`src/rtl/div_pkg.sv`:
```
// Shared types and defaults for the signed divider.
package div_pkg;

    localparam int DIV_WIDTH_DEFAULT = 8;

    typedef enum logic [1:0] {
        IDLE,
        DIVIDE,
        FIXUP,
        DONE
    } div_state_t;

endpackage

```
`src/rtl/div_datapath.sv`:
```
// Purpose: magnitude restoring shift-subtract datapath with sign fixup and result/flag registers.
// Latency: one quotient bit per step cycle, results registered on the fix (or zero-divisor load) cycle.
// Backpressure: none; purely driven by the control strobes from the FSM.
module div_datapath
    import div_pkg::*;
#(
    parameter int WIDTH = DIV_WIDTH_DEFAULT
) (
    input  logic             clk,
    input  logic             reset,
    input  logic             load,
    input  logic             zload,
    input  logic             step,
    input  logic             fix,
    input  logic [WIDTH-1:0] dividend,
    input  logic [WIDTH-1:0] divisor,
    output logic [WIDTH-1:0] quotient,
    output logic [WIDTH-1:0] remainder,
    output logic             div_by_zero,
    output logic             overflow
);

    logic [WIDTH-1:0] work_q;
    logic [WIDTH-1:0] dmag;
    logic [WIDTH-1:0] raw_n;
    logic [WIDTH:0]   pr;
    logic             sign_n;
    logic             sign_d;

    logic [WIDTH:0]   shifted;
    logic [WIDTH+1:0] diff;
    logic             q_bit;
    logic [WIDTH-1:0] q_fix;
    logic [WIDTH-1:0] r_fix;
    logic             ovf_case;

    // The extra partial-remainder bit keeps a magnitude of 2^(WIDTH-1) exact.
    assign shifted  = {pr[WIDTH-1:0], work_q[WIDTH-1]};
    assign diff     = {1'b0, shifted} - {2'b00, dmag};
    assign q_bit    = ~diff[WIDTH+1];
    assign q_fix    = (sign_n ^ sign_d) ? (-work_q) : work_q;
    assign r_fix    = sign_n ? (-pr[WIDTH-1:0]) : pr[WIDTH-1:0];
    assign ovf_case = (raw_n == {1'b1, {(WIDTH-1){1'b0}}}) && sign_d && (dmag == WIDTH'(1));

    always_ff @(posedge clk or posedge reset) begin
        if (reset) begin
            work_q      <= '0;
            dmag        <= '0;
            raw_n       <= '0;
            pr          <= '0;
            sign_n      <= 1'b0;
            sign_d      <= 1'b0;
            quotient    <= '0;
            remainder   <= '0;
            div_by_zero <= 1'b0;
            overflow    <= 1'b0;
        end else if (load) begin
            work_q      <= dividend[WIDTH-1] ? (-dividend) : dividend;
            dmag        <= divisor[WIDTH-1] ? (-divisor) : divisor;
            raw_n       <= dividend;
            pr          <= '0;
            sign_n      <= dividend[WIDTH-1];
            sign_d      <= divisor[WIDTH-1];
            div_by_zero <= 1'b0;
            overflow    <= 1'b0;
        end else if (zload) begin
            quotient    <= '1;
            remainder   <= dividend;
            div_by_zero <= 1'b1;
            overflow    <= 1'b0;
        end else if (step) begin
            pr     <= q_bit ? diff[WIDTH:0] : shifted;
            work_q <= {work_q[WIDTH-2:0], q_bit};
        end else if (fix) begin
            quotient  <= q_fix;
            remainder <= r_fix;
            overflow  <= ovf_case;
        end
    end

endmodule

```
`src/rtl/signed_divider.sv`:
```
// Purpose: sequential two's-complement divider (truncating), control FSM and iteration counter.
// Latency: done in the cycle after the WIDTH+1th edge past start; one cycle for a zero divisor.
// Backpressure: start is only honoured in IDLE; requests while busy or in DONE are dropped.
module signed_divider
    import div_pkg::*;
#(
    parameter int WIDTH = DIV_WIDTH_DEFAULT
) (
    input  logic             clk,
    input  logic             reset,
    input  logic             start,
    input  logic [WIDTH-1:0] dividend,
    input  logic [WIDTH-1:0] divisor,
    output logic [WIDTH-1:0] quotient,
    output logic [WIDTH-1:0] remainder,
    output logic             busy,
    output logic             done,
    output logic             div_by_zero,
    output logic             overflow
);

    localparam int CW = (WIDTH > 1) ? $clog2(WIDTH) : 1;

    div_state_t    state;
    div_state_t    state_nxt;
    logic [CW-1:0] cnt;
    logic          divisor_zero;
    logic          load;
    logic          zload;
    logic          step;
    logic          fix;

    assign divisor_zero = (divisor == '0);

    always_ff @(posedge clk or posedge reset) begin
        if (reset) begin
            state <= IDLE;
        end else begin
            state <= state_nxt;
        end
    end

    always_comb begin
        state_nxt = state;
        case (state)
            IDLE:    if (start) state_nxt = divisor_zero ? DONE : DIVIDE;
            DIVIDE:  if (cnt == '0) state_nxt = FIXUP;
            FIXUP:   state_nxt = DONE;
            DONE:    state_nxt = IDLE;
            default: state_nxt = IDLE;
        endcase
    end

    always_comb begin
        busy  = (state != IDLE);
        done  = (state == DONE);
        load  = (state == IDLE) && start && !divisor_zero;
        zload = (state == IDLE) && start && divisor_zero;
        step  = (state == DIVIDE);
        fix   = (state == FIXUP);
    end

    // Loaded with WIDTH-1 so DIVIDE runs for exactly WIDTH cycles.
    always_ff @(posedge clk or posedge reset) begin
        if (reset) begin
            cnt <= '0;
        end else if (load) begin
            cnt <= CW'(WIDTH - 1);
        end else if (step) begin
            cnt <= cnt - 1'b1;
        end
    end

    div_datapath #(.WIDTH(WIDTH)) u_datapath (
        .clk         (clk),
        .reset       (reset),
        .load        (load),
        .zload       (zload),
        .step        (step),
        .fix         (fix),
        .dividend    (dividend),
        .divisor     (divisor),
        .quotient    (quotient),
        .remainder   (remainder),
        .div_by_zero (div_by_zero),
        .overflow    (overflow)
    );

endmodule

```
`config.mk`:
```
export PLATFORM = sky130hd
export DESIGN_NAME = signed_divider
export DESIGN_NICKNAME = d
export VERILOG_FILES = /design/src/rtl/div_pkg.sv /design/src/rtl/div_datapath.sv /design/src/rtl/signed_divider.sv
export SDC_FILE = /design/constraint.sdc
export NUM_CORES = 1
export LEC_CHECK = 0
export CAP_MARGIN = 20
export CORE_MARGIN = 2
export CORE_UTILIZATION = 57
export DETAILED_ROUTE_END_ITERATION = 16
export HOLD_SLACK_MARGIN = 0.02
export PLACE_DENSITY = 0.91
export SYNTH_ARGS = -nofsm -noshare
export SYNTH_HDL_FRONTEND = slang
export SYNTH_SLANG_ARGS = --single-unit
```
`constraint.sdc`:
```
create_clock -name clk -period 2.76 [get_ports clk]
set_input_delay 0.414 -clock clk [delete_from_list [all_inputs] [get_ports clk]]
set_output_delay 0.414 -clock clk [all_outputs]
set_load 0.01 [all_outputs]
```
# Word level (Yosys, flattened, before mapping)
# Index checks and enable logic that the tools add are counted.
[word_totals]
input_bits = 19
output_inout_bits = 20
regBits = 57
word_cells = 78
[op_classes]
n_addsub = 6
bitwise_logic = 3
n_reduce_logical = 18
n_mux = 29
n_eq_ne = 10
[ops]
columns = ["operator", "n"]
rows = [
  ["$mux W8", 17],
  ["$neg A8 Y8", 4],
  ["$sub A9 B8 Y10", 1],
  ["$eq A8 B1 Y1 const B", 1],
  ["$eq A8 B8 Y1 const B", 1],
  ["$logic_not A8 Y1", 1],
  ["$pmux W2 S4", 1],
  ["$reduce_bool A2 Y1", 4],
  ["$mux W1", 6],
  ["$mux W2", 3],
  ["$mux W3", 2],
  ["$reduce_and A2 Y1", 3],
  ["$logic_and A1 B1 Y1", 5],
  ["$eq A2 B2 Y1 const B", 2],
  ["$ne A2 B1 Y1 const B", 2],
  ["$ne A2 B2 Y1 const B", 2],
  ["$logic_not A3 Y1", 1],
  ["$ne A3 B2 Y1 const B", 1],
  ["$reduce_and A3 Y1", 1],
  ["$reduce_bool A3 Y1", 1],
  ["$sub A3 B1 Y3 const B", 1],
  ["$eq A2 B1 Y1 const B", 1],
  ["$logic_not A2 Y1", 1],
  ["$not A1 Y1", 2],
  ["2 further kinds", 2],
]

# Longest topological paths before layout
[logic_depth]
depth_word = 7
depth_mapped = 9
ltp_nobuf = 8

# By module
# Synthesis repeated with hierarchy kept, for this count alone.
[unflattened]
hier_cells = 384
hier_area_um2 = 3525.9
[modules_own_cells]
columns = ["mod", "n_inst", "area_each_um2", "seq_area_each_um2", "cells_per_inst"]
rows = [
  ["div_datapath", 1, 3123.0, 1276.2, 345],
  ["signed_divider", 1, 402.9, 125.1, 39],
]

# Least setup slack after synthesis
# OpenSTA, ideal clock, no wires.
[synth_path]
kind = "reg-to-reg"
startpoint = "reg u_datapath.pr[0]"
endpoint = "reg u_datapath.pr[6]"
synth_period_minus_slack_ns = 2.033
path_slack_ns = 0.727
setup_time_ns = 0.120
t_required_ns = 2.640
path_stages_with_launch = 8
path_buffers = 0
arrival_ns = 1.913
cell_sequence = "dfrtp_1 -> inv_1 -> fa_1 -> nand2b_1 -> a21oi_1 -> nor4_1 -> a311o_1 -> a31o_2"
[synth_via]
elab_chain_cells = 5
[synth_rtl]
columns = ["element", "line_no", "text"]
rows = [
  ["from (decl)", "div_datapath.sv:26", "logic [WIDTH:0] pr;"],
  ["from (signal assigned)", "div_datapath.sv:72", "pr <= q_bit ? diff[WIDTH:0] : shifted;"],
  ["$sub A9 B8 Y10", "div_datapath.sv:39", "assign diff = {1'b0, shifted} - {2'b00, dmag};"],
  ["$mux W8", "div_datapath.sv:72", ""],
  ["$mux W8", "div_datapath.sv:71", "end else if (step) begin"],
  ["$mux W8", "div_datapath.sv:66", "end else if (zload) begin"],
  ["$mux W8", "div_datapath.sv:57", "end else if (load) begin"],
]
# Every way passes these cells. The select of a mux whose other input is x is not followed.
# A chain may end at the register's enable or synchronous reset.

# Worst setup path in the final report
# Same ends and word-level chain as after synthesis.

==> impl_metrics.json <==
{
  "grt_pass1_vias": 2935,
  "grt_start_max_net_pins": 24,
  "async_reset_ff_share_pct": 100,
  "port_buffers": 38,
  "die-height_um": 81.8,
  "yosysTopAreaCell": "dfrtp_1",
  "synth.area.top_cells": "dfrtp_1 41%, nand2_1 7.4%, ha_1 6.9%",
  "antenna_found_initial": 0,
  "ys_warn_count": 0,
  "viasPerCell": 6.11,
  "avgSynthCellArea_sq_um": 8.96,
  "route.detailed.drc": 0,
  "max-cap-violations": 0,
  "fillers": 452,
  "synth_edf_count": 0,
  "crit_arrival_ns": 2.53,
  "start_util_pct": 58.6,
  "slew_violations": 0,
  "rows": 28,
  "path_max_fanout": 7,
  "synth-compound-area-share_pct": 18.8,
  "maxSlewHeadroom_pct": 56.1,
  "antenna_cells": 0,
  "routed_wl_um": 8100,
  "p_leak_uw": 0.00179,
  "vias": 3055,
  "grt_pass1_wl_um": 13800,
  "worst-setup-path-type": "reg -> reg",
  "drt_iter0_drc": 263,
  "gp_congestion": 0.881,
  "clkLatencyLatePin_ns": 0.32,
  "grt.overflow.total": 0,
  "synth-simple-area-share_pct": 18.1,
  "cts.clk_slew.worst_paths_ns": 0.11,
  "synthTopCellsByCount": "68 x nand2_1, 56 x dfrtp_1, 32 x o21ai_0",
  "synth_seq_cells": 56,
  "cts-htree-levels": 2,
  "worst-r2r-cell-count": 7,
  "synth_xor_area_share_pct": 7.11,
  "setup_ws_ns": 0.444,
  "status": "finished, final reports clean",
  "synth_cell_types": 58,
  "fin_tns_setup_ns": 0,
  "cts_buffers": 5,
  "synth_top_flop_cell": "dfrtp_1",
  "pre_cts_slack_ns": 0.291,
  "rrSetupSlack_ns": 0.44,
  "final_core_util_pct": 68.1,
  "postCtsSetupBuffers": 0,
  "synth_top_area_share_pct": 40.6,
  "cts_tree": "done",
  "dpl.hpwl_um": 6350,
  "wl_per_cell_um": 16.2,
  "synth_most_common_cell": "nand2_1",
  "worst_pin_slew_ns": 0.654,
  "ant_nets": 0,
  "yosys.area_share.adder_pct": 7.47,
  "ctsResizeCount": 0,
  "synth.area.mux_share_pct": 2.32,
  "post-route-period-util_pct": 83.9,
  "setup_violations": 0,
  "hold_buffers": 0,
  "max-clock-path-buffers": 2,
  "ir_worst_vdd_mv": 0.665,
  "grt_setup_unrepaired": "no",
  "skew_ns": 0.00708,
  "die_x_um": 81.8,
  "cts_sinks": 56,
  "drive_above_1_share_pct": 7.06,
  "fin_crit_ns": 2.32,
  "cts_root_buffer": "clkbuf_8",
  "hold_viol": 0,
  "grtUsageTotal_pct": 26.9,
  "die-area_sq_um": 6690,
  "power.density_nw_per_um2": 1200,
  "end_kind": "register",
  "cp.required_ns": 2.98,
  "syn_inst": 385,
  "start_kind": "register",
  "p_total_uw": 4820,
  "nNetsFinal": 463,
  "r2r-start": "u_datapath.pr[0]",
  "first_pass_iters": 6,
  "area_delta_synth_final_pct": 16.2,
  "ioPinCount": 39,
  "synth_top_family_by_area": "compound AO/OA/AOI/OAI gates",
  "r2r-end": "u_datapath.pr[6]",
  "core_sq_um": 5890,
  "max_freq_mhz": 432,
  "ys_seq_area_share_pct": 40.6,
  "hold_path_class": "in -> async",
  "syn_nets": 424,
  "netlist_area_sq_um": 3450
}
## area by class of cell
type | instances | area [sq um] | share of cell area [%]
clock buffers | 5 | 68.8 | 1.72
clock inverters | 3 | 23.8 | 0.593
inverters | 28 | 105 | 2.62
multi-input cells | 284 | 1850 | 46.2
flip-flops and latches | 56 | 1400 | 34.9
well taps | 75 | 93.8 | 2.34
repair buffers | 49 | 463 | 11.5
## registers in the layout, summed over array words and instances (netlist names), 2 cells and up
signal	flops
u_datapath.work_q	8
u_datapath.raw_n	7
state	2
u_datapath.dmag	8
u_datapath.pr	8
u_datapath.quotient	8
cnt	3
u_datapath.remainder	8
## cells in the final DEF (no fill, tap or decap), drive strengths merged, types with 3 or more instances in the layout
| cell type | netlist | routed |
|---|---|---|
| a21oi | 14 | 14 |
| a22oi | 3 | 3 |
| a31oi | 3 | 3 |
| buf | 10 | 11 |
| clkbuf | 7 | 5 |
| clkdlybuf4s50 | 0 | 38 |
| dfrtp | 56 | 56 |
| ha | 19 | 19 |
| inv | 28 | 28 |
| mux2i | 8 | 8 |
| nand2 | 69 | 69 |
| nand2b | 6 | 6 |
| nand3 | 8 | 8 |
| nand4 | 3 | 3 |
| nor2 | 26 | 26 |
| nor3 | 3 | 3 |
| nor3b | 3 | 3 |
| nor4 | 4 | 4 |
| nor4b | 3 | 3 |
| o21ai | 33 | 33 |
| o22a | 8 | 8 |
| o31ai | 6 | 6 |
| or3 | 3 | 3 |
| xnor2 | 14 | 14 |
| xor2 | 14 | 14 |
## power breakdown
part / leakage [uW] / switching, uW / internal (uW)
Combinational: 0.00107 / 1510 / 1290
Clock: 0.0000404 / 285 / 180
Sequential: 0.000680 / 366 / 1190
Total: 0.00179 / 2160 / 2660
## per-stage QoR
step	hold WS (ns)	cell area, sq um	instances
2_1_floorplan	0.431	3450	385
3_5_place_dp	0.453	3920	492
6_report	0.418	4010	500
5_1_grt	0.462	4010	500
4_1_cts	0.433	4010	500
3_3_place_gp	0.442	3920	492
## critical path, cell delays in order, from the launching register on
cell and delay (ns):
dfrtp_1 0.54, inv_1 0.17, fa_1 0.47, nand2b_1 0.18, a21oi_1 0.20, nor4_1 0.07
a311o_1 0.34, a31o_2 0.25
## worst max-delay path by stage
stage                                 from          endpoint  slack, ns  cells after the start
after floorplan           u_datapath.pr[0]  u_datapath.pr[6]       0.73                      7
after global placement          divisor[0]  u_datapath.pr[5]       0.43                      9
after detailed placement        divisor[1]  u_datapath.pr[2]       0.29                      9
after CTS                 u_datapath.pr[0]  u_datapath.pr[6]       0.45                      7
after global routing      u_datapath.pr[0]  u_datapath.pr[6]       0.31                      7
final                     u_datapath.pr[0]  u_datapath.pr[6]       0.44                      7
## layer usage
layer / routed length [um] / vias up / global-route usage [%] / share of wire (%)
met5: 0 / - / 0 / 0
met4: 188 / 0 / 11.3 / 2.3
met3: 553 / 20 / 5.05 / 6.8
met2: 4000 / 132 / 45.0 / 49
met1: 3360 / 1478 / 34.2 / 41
li1: - / 1425 / - / -
## logic make-up after synthesis
logic type / Yosys count
xor gates and xnor gates: 28
muxes: 8
adders and majority gates: 20
buffers and inverters: 45
AOI/OAI and AO/OA: 93
DFF: 56
and+or+nand+nor: 135
Note: power is estimated with default switching activity, not from simulation.
